### config.mk
export PLATFORM = sky130hd
export DESIGN_NAME = bist_resp_analyzer
export DESIGN_NICKNAME = d
export VERILOG_FILES = /design/src/rtl/bist_resp_analyzer.sv
export SDC_FILE = /design/constraint.sdc
export NUM_CORES = 1
export LEC_CHECK = 0
export BUFFER_PORTS_ARGS = -buffer_cell sky130_fd_sc_hd__buf_2
export CORE_MARGIN = 2
export CORE_UTILIZATION = 51
export DETAILED_ROUTE_END_ITERATION = 10
export GPL_TIMING_DRIVEN = 0
export PLACE_DENSITY = 0.84
export SYNTH_ARGS = -nofsm -noshare
export SYNTH_HDL_FRONTEND = slang
export SYNTH_SLANG_ARGS = --single-unit
### constraint.sdc
create_clock -name CLK -period 2.1 [get_ports CLK]
set_clock_uncertainty 0.15 [all_clocks]
set_input_delay 0 -clock CLK [delete_from_list [all_inputs] [get_ports CLK]]
set_output_delay 0 -clock CLK [all_outputs]
set_load 0.05 [all_outputs]
### src/rtl/bist_resp_analyzer.sv
// bist_resp_analyzer: BIST output response analyzer.
// Compacts the CUT outputs into a MISR signature over N_CYCLES cycles.
// The final signature is then compared against GOLDEN, and the result is
// held in DONE until bist_start drops.
// Optional feature macro: BIST_ORA_ERR_COUNT_EN (saturating error counter).
module bist_resp_analyzer #(
    parameter int          SIG_W    = 16,
    parameter logic [31:0] POLY     = 32'h0000_1021,
    parameter logic [31:0] SEED     = 32'h0000_0000,
    parameter logic [31:0] GOLDEN   = 32'h0000_0000,
    parameter int          N_CYCLES = 64
) (
    input  logic             CLK,
    input  logic             RST,
    input  logic             bist_start,
    input  logic             in_synced_d,
    input  logic             in_sync_err_d,
    output logic             busy,
    output logic [SIG_W-1:0] signature,
    output logic             pass_fail,
    output logic             bist_end,
    output logic [7:0]       err_count
);

    localparam int               CNT_W    = $clog2(N_CYCLES + 1);
    localparam logic [CNT_W-1:0] CNT_LAST = CNT_W'(N_CYCLES - 1);
    localparam logic [SIG_W-1:0] POLY_T   = POLY[SIG_W-1:0];
    localparam logic [SIG_W-1:0] SEED_T   = SEED[SIG_W-1:0];
    localparam logic [SIG_W-1:0] GOLDEN_T = GOLDEN[SIG_W-1:0];

    typedef enum logic [2:0] {
        S_IDLE,
        S_CLEAR,
        S_COMPRESS,
        S_COMPARE,
        S_DONE
    } state_t;

    state_t             state_q, state_d;
    logic               start_q;
    logic [SIG_W-1:0]   misr_q, misr_d;
    logic [CNT_W-1:0]   cnt_q, cnt_d;
    logic               pf_q, pf_d;
    logic               start_rise;
    logic [SIG_W-1:0]   misr_shift;

    // Start is acted on only as a 0->1 transition seen from IDLE.
    assign start_rise = bist_start & ~start_q;

    // One MISR step: shift left, fold MSB back through POLY, inject CUT bits.
    assign misr_shift = {misr_q[SIG_W-2:0], 1'b0}
                      ^ (misr_q[SIG_W-1] ? POLY_T : '0)
                      ^ {{(SIG_W-2){1'b0}}, in_sync_err_d, in_synced_d};

    // State, start history and datapath registers.
    always_ff @(posedge CLK or posedge RST) begin
        if (RST) begin
            state_q <= S_IDLE;
            start_q <= 1'b0;
            misr_q  <= SEED_T;
            cnt_q   <= '0;
            pf_q    <= 1'b0;
        end else begin
            state_q <= state_d;
            start_q <= bist_start;
            misr_q  <= misr_d;
            cnt_q   <= cnt_d;
            pf_q    <= pf_d;
        end
    end

    // Next-state logic; start is ignored outside IDLE so a run can't be aborted by it.
    always_comb begin
        state_d = state_q;
        case (state_q)
            S_IDLE:     if (start_rise) state_d = S_CLEAR;
            S_CLEAR:    state_d = S_COMPRESS;
            S_COMPRESS: if (cnt_q == CNT_LAST) state_d = S_COMPARE;
            S_COMPARE:  state_d = S_DONE;
            S_DONE:     if (!bist_start) state_d = S_IDLE;
            default:    state_d = S_IDLE;
        endcase
    end

    // Datapath updates: seed in CLEAR, compress in COMPRESS, verdict in COMPARE.
    always_comb begin
        misr_d = misr_q;
        cnt_d  = cnt_q;
        pf_d   = pf_q;
        case (state_q)
            S_CLEAR: begin
                misr_d = SEED_T;
                cnt_d  = '0;
                pf_d   = 1'b0;
            end
            S_COMPRESS: begin
                misr_d = misr_shift;
                cnt_d  = cnt_q + CNT_W'(1);
            end
            S_COMPARE: begin
                pf_d = (misr_q == GOLDEN_T);
            end
            default: ;
        endcase
    end

`ifdef BIST_ORA_ERR_COUNT_EN
    logic [7:0] ec_q, ec_d;

    // Saturating count of error cycles, only while compressing.
    always_comb begin
        ec_d = ec_q;
        if (state_q == S_CLEAR) begin
            ec_d = 8'h00;
        end else if (state_q == S_COMPRESS && in_sync_err_d && ec_q != 8'hFF) begin
            ec_d = ec_q + 8'h01;
        end
    end

    // Error counter register.
    always_ff @(posedge CLK or posedge RST) begin
        if (RST) begin
            ec_q <= 8'h00;
        end else begin
            ec_q <= ec_d;
        end
    end

    assign err_count = ec_q;
`else
    assign err_count = 8'h00;
`endif

    assign busy      = (state_q == S_CLEAR) || (state_q == S_COMPRESS) || (state_q == S_COMPARE);
    assign bist_end  = (state_q == S_DONE);
    assign signature = misr_q;
    assign pass_fail = pf_q;

endmodule

==> results of run 1 <==
[power by group through the flow]
stage | logic [mW] | clock network (mW) | registers [mW]
floorplan | 0.623 | 0 | 1.30
global placement | 1.30 | 0 | 0.896
detailed placement | 1.33 | 0 | 0.909
CTS | 1.33 | 0.262 | 0.899
global route | 1.42 | 0.289 | 0.925
finish | 1.33 | 0.258 | 0.905
[final cells by class]
type,count,area share
tap,30,0.0242
timing repair buffer,27,0.0999
sequential,28,0.451
clock buffer,4,0.0234
inverter,4,0.00967
multi-input combinational,69,0.329
buffer,14,0.0629
[layer usage]
metal  wire (µm)  part of all wire
met1        1220              0.48
met2        1220              0.48
met3          96             0.038
met4           0                 0
met5           0                 0
[path summary, 6_finish.rpt]
kind                       startpoint      endpoint  slack, ps  depth (start not counted)
setup / recovery           state_q[1]  signature[4]        380                          5
setup reg to reg           state_q[1]  signature[4]        380                          5
hold / removal             bist_start       start_q        190                          2
max in group asynchronous         RST  signature[9]        860                          3
hold reg to reg              cnt_q[5]      cnt_q[5]        350                          1
min in group asynchronous         RST     pass_fail        300                          3
[per-stage QoR]
| stage | setup WS (ps) | utilization |
|---|---|---|
| 6_report | 381 | 0.633 |
| 3_3_place_gp | 454 | 0.601 |
| 5_1_grt | 291 | 0.633 |
| 3_5_place_dp | 424 | 0.601 |
| 4_1_cts | 388 | 0.633 |
| 2_1_floorplan | 503 | - |
[cell usage in the layout, fill, tap and decap left out, types with 2 or more instances in the layout]
cell           count
dfrtp_1           28
buf_2             26
a22o_1            19
buf_4              9
conb_1             8
nor4_1             5
xor2_1             4
inv_1              4
dlygate4sd3_1      4
nand2_1            3
nor2_1             3
clkbuf_4           3
nand3_1            2
nand4_1            2
mux2i_1            2
nor3b_1            2
nor2b_1            2
[sequential cells by signal, summed over array words and instances (netlist names)]
| register | cells |
|---|---|
| cnt_q | 7 |
| pass_fail | 1 |
| signature | 16 |
| start_q | 1 |
| state_q | 3 |
[cells by family after synthesis]
family                     Yosys count  synth area share
AOI/OAI and AO/OA                   28             0.196
xor gates and xnor gates             4            0.0270
adders and majority gates            1           0.00964
buffers and inverters               18            0.0868
DFF                                 28             0.540
muxes                                2            0.0154
other                                1           0.00289
and+or+nand+nor                     26             0.122
[worst reg2reg max path: stages, from the launching register on]
cell and delay, ps:
dfrtp_1 390, buf_4 160, nor3b_2 170, nor2_2 340, buf_2 290, a22o_1 160
==> out/summary.txt, run 1 <==
Drt via density: 5.31
Initial antenna violation count: 0
Power Internal: 1.23 mW
Core area: 2450 µm²
1st-iter DRT viols: 7
Finished Cell Area: 1550 µm²
Routed via count: 935
Clk pin slew, worst setup/hold paths: 150 ps
Placer congestion estimate: 0.766
H-tree depth: 1
Total power: 2.49 mW
FFs w/ async S/R, synth: 1.00
Slew HR: 0.304
Cell Pwr Density: 1610 nW/µm²
CP arrival: 1830 ps
Sw frac: 0.507
Critical-path cell list: buf_4 -> nor3b_2 -> nor2_2 -> buf_2 -> a22o_1
Met3 Usage GRT: 0.0273
Sequential Power Share: 0.363
GRT Util Overall: 0.188
Clock Power Share: 0.103
Layout cells sized above 1: 0.308
FP Rows: 18
Initial core utilization: 0.529
Outcome: completed
Max-cap violations: 0
Fillers: 198
Share of the synthesized area in the top cell type: 0.540
Synth cell types: 34
DRC Markers: 0
Fin. max-slew vios: 0
Register area share after synthesis: 0.540
DIE AREA: 2960 µm²
Number of global-route vias before repair: 855
Mapped Cells: 108
Post-Syn Area per Cell: 12.0 µm²
Most used DFF post-synth: dfrtp_1
Synth area leader: dfrtp_1
Final setup fails: 0
Dpl hpwl: 1.81 mm
N_diodes: 0
Non-Filler Instances: 176
Wirelength, routed: 2.54 mm
FMAX: 582 MHz
Synth top area cells: dfrtp_1 (54%), a22o_1 (13%), buf_4 (5.2%)
Post-CTS sizing: 0
Hold WS: 185 ps
Crit start category: flip-flop
Placed cell area: 1480 µm²
1st-pass router iterations: 4
Switching pwr: 1.26 mW
Largest stage delay, worst path: 390 ps
ANT nets after route: 0
Area of the multi-input gates: 510 µm²
VDD IR-drop max: 1.28 mV
Leak: 0.834 nW
Delay-heaviest family, CP: simple AND/OR/NAND/NOR gates
Most numerous cell in the Yosys netlist: dfrtp_1
Setup CP Type: flip-flop to flip-flop
Synth Register Bits: 28
Die Y-Extent: 54.4 µm
Worst setup EP type: flip-flop
Unrepaired setup endpoints after global routing: false
Postcts setup bufs: 0
Worst-Skew Late Latency: 320 ps
Io pins: 32
Total gr overflow: 0
Final hold vios: 0
IO Port Bufs: 23
CTS tree: yes
Worst hold path class: primary input to flip-flop
Clk buf depth: 2
Commonest cells post-synth: dfrtp_1 (28), a22o_1 (19), buf_4 (9), nor4_1 (5)
Number of flops mapped to enable cells by yosys: 0
Root Buffer: clkbuf_4
GR peak layer: met2
# nets final: 153
Synth warnings: 0
First-pass GRT wire length: 4.00 mm
Met1 Track Usage GR: 0.256
Final TNS setup: 0 ps
Sequential cell area: 701 µm²
Buf/Inv on CP: 2
Worst EP required: 2210 ps
Worst-Margin Slew: 1040 ps
CP max FO: 10
Period utilisation layout: 0.819
Largest net degree at the start of global routing: 29
Slowest-stage cell, CP: dfrtp_1
Clock sinks: 28
Routing usage on met2: 0.313
Post-Syn Area: 1300 µm²
Hold_buf cts: 4
Period minus WS final: 1720 ps
Synth-to-Final Area Change: 19.7%
Routed WL per cell: 14.4 µm
Placed insts: 168
Die W: 54.4 µm
Total CTS buffers: 3
Comb power frac: 0.533
No activity file was read; power rests on OpenSTA's default activity.
==> run 2, diff against run 1 <==
==> constraint.sdc (replaced) <==
create_clock -name CLK -period 1.6 [get_ports CLK]
set_clock_uncertainty 0.15 [all_clocks]
set_input_delay 0 -clock CLK [delete_from_list [all_inputs] [get_ports CLK]]
set_output_delay 0 -clock CLK [all_outputs]
set_load 0.05 [all_outputs]
==> out/summary.txt, run 2 (synthesis gave the netlist of run 1 again) <==
# nets final: 155 (was 153)
Max-cap violations: 0 (unchanged)
FP Rows: 18 (unchanged)
Worst-Margin Slew: 1020 ps (was 1040 ps)
Die Y-Extent: 54.4 µm (unchanged)
Core area: 2450 µm² (unchanged)
Leak: 0.851 nW (was 0.834 nW)
Hold WS: 187 ps (was 185 ps)
Commonest non-fill, non-tap cell in the layout: dfrtp_1 (unchanged)
First-pass GRT wire length: 4.17 mm (was 4.00 mm)
Slew HR: 0.317 (was 0.304)
GRT Util Overall: 0.197 (was 0.188)
1st-iter DRT viols: 4 (was 7)
Total gr overflow: 0 (unchanged)
Period minus WS final: 1620 ps (was 1720 ps)
Worst setup EP type: flip-flop (unchanged)
Clk pin slew, worst setup/hold paths: 150 ps (about the same)
Finished Cell Area: 1620 µm² (was 1550 µm²)
Period utilisation layout: 1.01 (was 0.819)
Unrepaired setup endpoints after global routing: true (was false)
Wirelength, routed: 2.73 mm (was 2.54 mm)
Final hold vios: 0 (unchanged)
CTS tree: yes (unchanged)
Critical-path cell list: or3b_1 -> buf_6 -> mux2i_1 -> a22o_1 (was buf_4 -> nor3b_2 -> nor2_2 -> buf_2 -> a22o_1)
Routed WL per cell: 15.3 µm (was 14.4 µm)
WHS Endpoint: start_q (unchanged)
VDD IR-drop max: 1.75 mV (was 1.28 mV)
Crit start category: flip-flop (unchanged)
Fin. max-slew vios: 0 (unchanged)
Final setup fails: 2 (was 0)
Final TNS setup: -31.5 ps (was 0 ps)
Post-Route Utilization: 0.659 (was 0.633)
Max reg flops: 16 (unchanged)
Failing checks: negative setup slack
Synth-to-Final Area Change: 24.7% (was 19.7%)
Startpoint of the worst hold path: bist_start (unchanged)
Worst hold path class: primary input to flip-flop (unchanged)
Outcome: finished, violations left (was completed)
Buf/Inv on CP: 1 (was 2)
Largest stage delay, worst path: 490 ps (was 390 ps)
Layout cells sized above 1: 0.365 (was 0.308)
Placed insts: 168 (unchanged)
Initial core utilization: 0.529 (unchanged)
Delay-heaviest family, CP: flip-flops (was simple AND/OR/NAND/NOR gates)
Commonest non-fill, non-tap cells in the layout: dfrtp_1 (26), buf_2 (24), a22o_1 (19) (was dfrtp_1 (28), buf_2 (26), a22o_1 (19))
Reg-to-reg critical path endpoint: cnt_q[2] (was signature[4])
Routed via count: 959 (was 935)
Slowest-stage cell, CP: dfrtp_2 (was dfrtp_1)
Setup WS post-layout: -16.9 ps (was 381 ps)
Clock sinks: 28 (unchanged)
Non-Filler Instances: 178 (was 176)
H-tree depth: 1 (unchanged)
R2r setup slk: -20 ps (was 380 ps)
Root Buffer: clkbuf_4 (unchanged)
Total CTS buffers: 3 (unchanged)
CP max FO: 7 (was 10)
DIE AREA: 2960 µm² (unchanged)
Die W: 54.4 µm (unchanged)
ANT nets after route: 0 (unchanged)
Worst EP required: 1670 ps (was 2210 ps)
Hold Path Depth: 2 (unchanged)
Cell Pwr Density: 2090 nW/µm² (was 1610 nW/µm²)
Clk buf depth: 2 (unchanged)
Io pins: 32 (unchanged)
Placed cell area: 1480 µm² (unchanged)
Drt via density: 5.39 (was 5.31)
R2R Path Start: state_q[0] (was state_q[1])
Worst r2r path cells: 4 (was 5)
1st-pass router iterations: 4 (unchanged)
Worst-Skew Late Latency: 320 ps (about the same)
Number of global-route vias before repair: 903 (was 855)
Placer congestion estimate: 0.766 (unchanged)
Largest net degree at the start of global routing: 29 (unchanged)
Setup CP Type: flip-flop to flip-flop (unchanged)
IO Port Bufs: 23 (unchanged)
N_diodes: 0 (unchanged)
DRC Markers: 0 (unchanged)
CP arrival: 1690 ps (was 1830 ps)
Initial antenna violation count: 0 (unchanged)
FMAX: 618 MHz (was 582 MHz)
Dpl hpwl: 1.81 mm (unchanged)
==> run 2: changes by cell type in the layout (fill, tap and decap cells not counted), moves of 2 or more <==
cell,previous run,this run
buf_6,1,3
buf_2,26,24
dfrtp_2,0,2
dfrtp_1,28,26
buf_4,9,11
==> run 2: what timing repair did <==
action | 4_1_cts | 5_1_grt
hold endpoints to repair | 33 | 0
pin swaps | 3 | 0
buffers inserted | 2 | 0
hold buffers | 4 | 0
endpoints found under the setup margin | 13 | 17
resized for setup | 6 | 8
==> run 2: power breakdown <==
| group | switching, mW | internal [mW] |
|---|---|---|
| Clock | 0.199 | 0.139 |
| Sequential | 0.261 | 0.937 |
| Combinational | 1.24 | 0.600 |
==> run 2: cell type report <==
class                           instances  area (µm²)
Multi-Input combinational cell         69         546
Inverter                                4        15.0
Fill cell                             191         837
Buffer                                 14         104
Sequential cell                        28         703
Clock buffer                            4        36.3
Tap cell                               30        37.5
Timing Repair Buffer                   29         176
==> run 2: worst max-delay path by stage <==
stage / depth (start not counted) / slack [ps] / start / end
5_1_grt: 4 / -50 / state_q[0] / cnt_q[4]
4_1_cts: 4 / 0.3 / state_q[0] / cnt_q[6]
2_1_floorplan: 4 / 3 / state_q[2] / cnt_q[6]
6_report: 4 / -20 / state_q[0] / cnt_q[2]
3_5_place_dp: 5 / -80 / state_q[1] / signature[4]
3_3_place_gp: 4 / -50 / state_q[2] / cnt_q[6]
==> run 2: layer usage <==
metal / track usage / up-vias / wire length (µm)
li1: - / 462 / -
met1: 0.256 / 468 / 1190
met2: 0.345 / 29 / 1410
met3: 0.0273 / 0 / 129
met4: 0.0500 / 0 / 0
met5: 0 / - / 0
==> run 2: through the flow <==
step / power [mW] / setup WS, ps
6_report: 3.38 / -16.9
5_1_grt: 3.56 / -49.7
4_1_cts: 3.34 / 0.316
3_5_place_dp: 2.93 / -75.7
3_3_place_gp: 2.88 / -45.6
2_1_floorplan: 2.53 / 2.81
==> run 3, diff against run 2 <==
--- a/config.mk
+++ b/config.mk
@@ -11,6 +11,7 @@
 export DETAILED_ROUTE_END_ITERATION = 10
 export GPL_TIMING_DRIVEN = 0
 export PLACE_DENSITY = 0.84
+export RECOVER_POWER = 100
 export SYNTH_ARGS = -nofsm -noshare
 export SYNTH_HDL_FRONTEND = slang
 export SYNTH_SLANG_ARGS = --single-unit
==> out/summary.txt, run 3 (synthesis gave the netlist of run 1 again) <==
Layout cells sized above 1: 0.236 (was 0.365)
Non-Filler Instances: 178 (unchanged)
Initial antenna violation count: 0 (unchanged)
Largest net degree at the start of global routing: 29 (unchanged)
Clk pin slew, worst setup/hold paths: 150 ps (about the same)
Finished Cell Area: 1590 µm² (was 1620 µm²)
# nets final: 155 (unchanged)
Die Y-Extent: 54.4 µm (unchanged)
Worst EP required: 1670 ps (about the same)
Slowest-stage cell, CP: dfrtp_2 (unchanged)
GRT Util Overall: 0.197 (unchanged)
Critical-path cell list: or3b_1 -> buf_6 -> mux2i_1 -> a22o_1 (unchanged)
Routed via count: 953 (was 959)
DIE AREA: 2960 µm² (unchanged)
FP Rows: 18 (unchanged)
Failing checks: negative setup slack (unchanged)
Largest stage delay, worst path: 490 ps (about the same)
H-tree depth: 1 (unchanged)
Io pins: 32 (unchanged)
Fillers: 204 (was 191)
Final TNS setup: -28.1 ps (was -31.5 ps)
Total CTS buffers: 3 (unchanged)
Synth-to-Final Area Change: 22.7% (was 24.7%)
First-pass GRT wire length: 4.17 mm (unchanged)
ANT nets after route: 0 (unchanged)
Outcome: finished, violations left (unchanged)
Dpl hpwl: 1.81 mm (unchanged)
1st-iter DRT viols: 3 (was 4)
Routed WL per cell: 15.1 µm (was 15.3 µm)
DRC Markers: 0 (unchanged)
IO Port Bufs: 23 (unchanged)
Final setup fails: 2 (unchanged)
1st-pass router iterations: 4 (unchanged)
Drt via density: 5.35 (was 5.39)
Wirelength, routed: 2.69 mm (was 2.73 mm)
Delay-heaviest family, CP: flip-flops (unchanged)
CTS tree: yes (unchanged)
Hold WS: 205 ps (was 187 ps)
Initial core utilization: 0.529 (unchanged)
Root Buffer: clkbuf_4 (unchanged)
Placer congestion estimate: 0.766 (unchanged)
Max-cap violations: 0 (unchanged)
Placed cell area: 1480 µm² (unchanged)
Fin. max-slew vios: 0 (unchanged)
CP arrival: 1680 ps (was 1690 ps)
Leak: 0.774 nW (was 0.851 nW)
Clk buf depth: 2 (unchanged)
Worst-Skew Late Latency: 320 ps (about the same)
Clock sinks: 28 (unchanged)
Dpl ws: -75.7 ps (unchanged)
Total gr overflow: 0 (unchanged)
CP max FO: 7 (unchanged)
Buf/Inv on CP: 1 (unchanged)
Slew HR: 0.316 (was 0.317)
Worst-Margin Slew: 1030 ps (was 1020 ps)
Worst setup EP type: flip-flop (unchanged)
Core area: 2450 µm² (unchanged)
VDD IR-drop max: 1.70 mV (was 1.75 mV)
Crit start category: flip-flop (unchanged)
Placed insts: 168 (unchanged)
Worst hold path class: primary input to flip-flop (unchanged)
Period minus WS final: 1610 ps (was 1620 ps)
FMAX: 619 MHz (was 618 MHz)
Max reg flops: 16 (unchanged)
Number of global-route vias before repair: 903 (unchanged)
Period utilisation layout: 1.01 (about the same)
Setup WS post-layout: -14.8 ps (was -16.9 ps)
Commonest non-fill, non-tap cells in the layout: dfrtp_1 (26), clkbuf_1 (20), a22o_1 (19) (was dfrtp_1 (26), buf_2 (24), a22o_1 (19))
Unrepaired setup endpoints after global routing: true (unchanged)
Cell Pwr Density: 2090 nW/µm² (about the same)
Setup CP Type: flip-flop to flip-flop (unchanged)
Commonest non-fill, non-tap cell in the layout: dfrtp_1 (unchanged)
Final hold vios: 0 (unchanged)
N_diodes: 0 (unchanged)
Die W: 54.4 µm (unchanged)
[run 3: what timing repair did]
item,CTS,global route
hold buffers,4,0
resized for setup,6,8
pin swaps,3,0
setup endpoints to repair,13,17
buffers inserted,2,0
hold endpoints to repair,33,0
[run 3: layout make-up]
| cell class | instances | area (µm²) | area share |
|---|---|---|---|
| Buffer | 14 | 104 | 0.0653 |
| Clock buffer | 4 | 36.3 | 0.0228 |
| Inverter | 4 | 15.0 | 0.00943 |
| Multi-Input combinational cell | 69 | 546 | 0.343 |
| Sequential cell | 28 | 703 | 0.442 |
| Tap cell | 30 | 37.5 | 0.0236 |
| Timing Repair Buffer | 29 | 150 | 0.0943 |
[run 3: layer usage]
layer | wire length, µm | up-vias | GRT usage
li1 | - | 464 | -
met1 | 1190 | 463 | 0.256
met2 | 1410 | 26 | 0.345
met3 | 93 | 0 | 0.0273
met4 | 0 | 0 | 0.0500
met5 | 0 | - | 0
[run 3: where the power goes]
part           internal [mW]  total, mW  switching, mW
logic                  0.549       1.79           1.24
clock network          0.139      0.338          0.199
registers              0.937       1.20          0.259
[run 3: through the flow]
step	util	total power, mW
5_1_grt	0.648	3.51
3_5_place_dp	0.601	2.93
2_1_floorplan	-	2.53
6_report	0.648	3.32
4_1_cts	0.647	3.34
3_3_place_gp	0.601	2.88
[run 3: worst paths after layout]
check	start	to	slack (ps)	depth (start not counted)
max reg2reg	state_q[0]	cnt_q[2]	-10	4
min reg2reg	cnt_q[5]	cnt_q[5]	350	1
min in group asynchronous	RST	signature[13]	300	3
min	bist_start	start_q	210	2
max in group asynchronous	RST	state_q[0]	330	3
max	state_q[0]	cnt_q[2]	-10	4
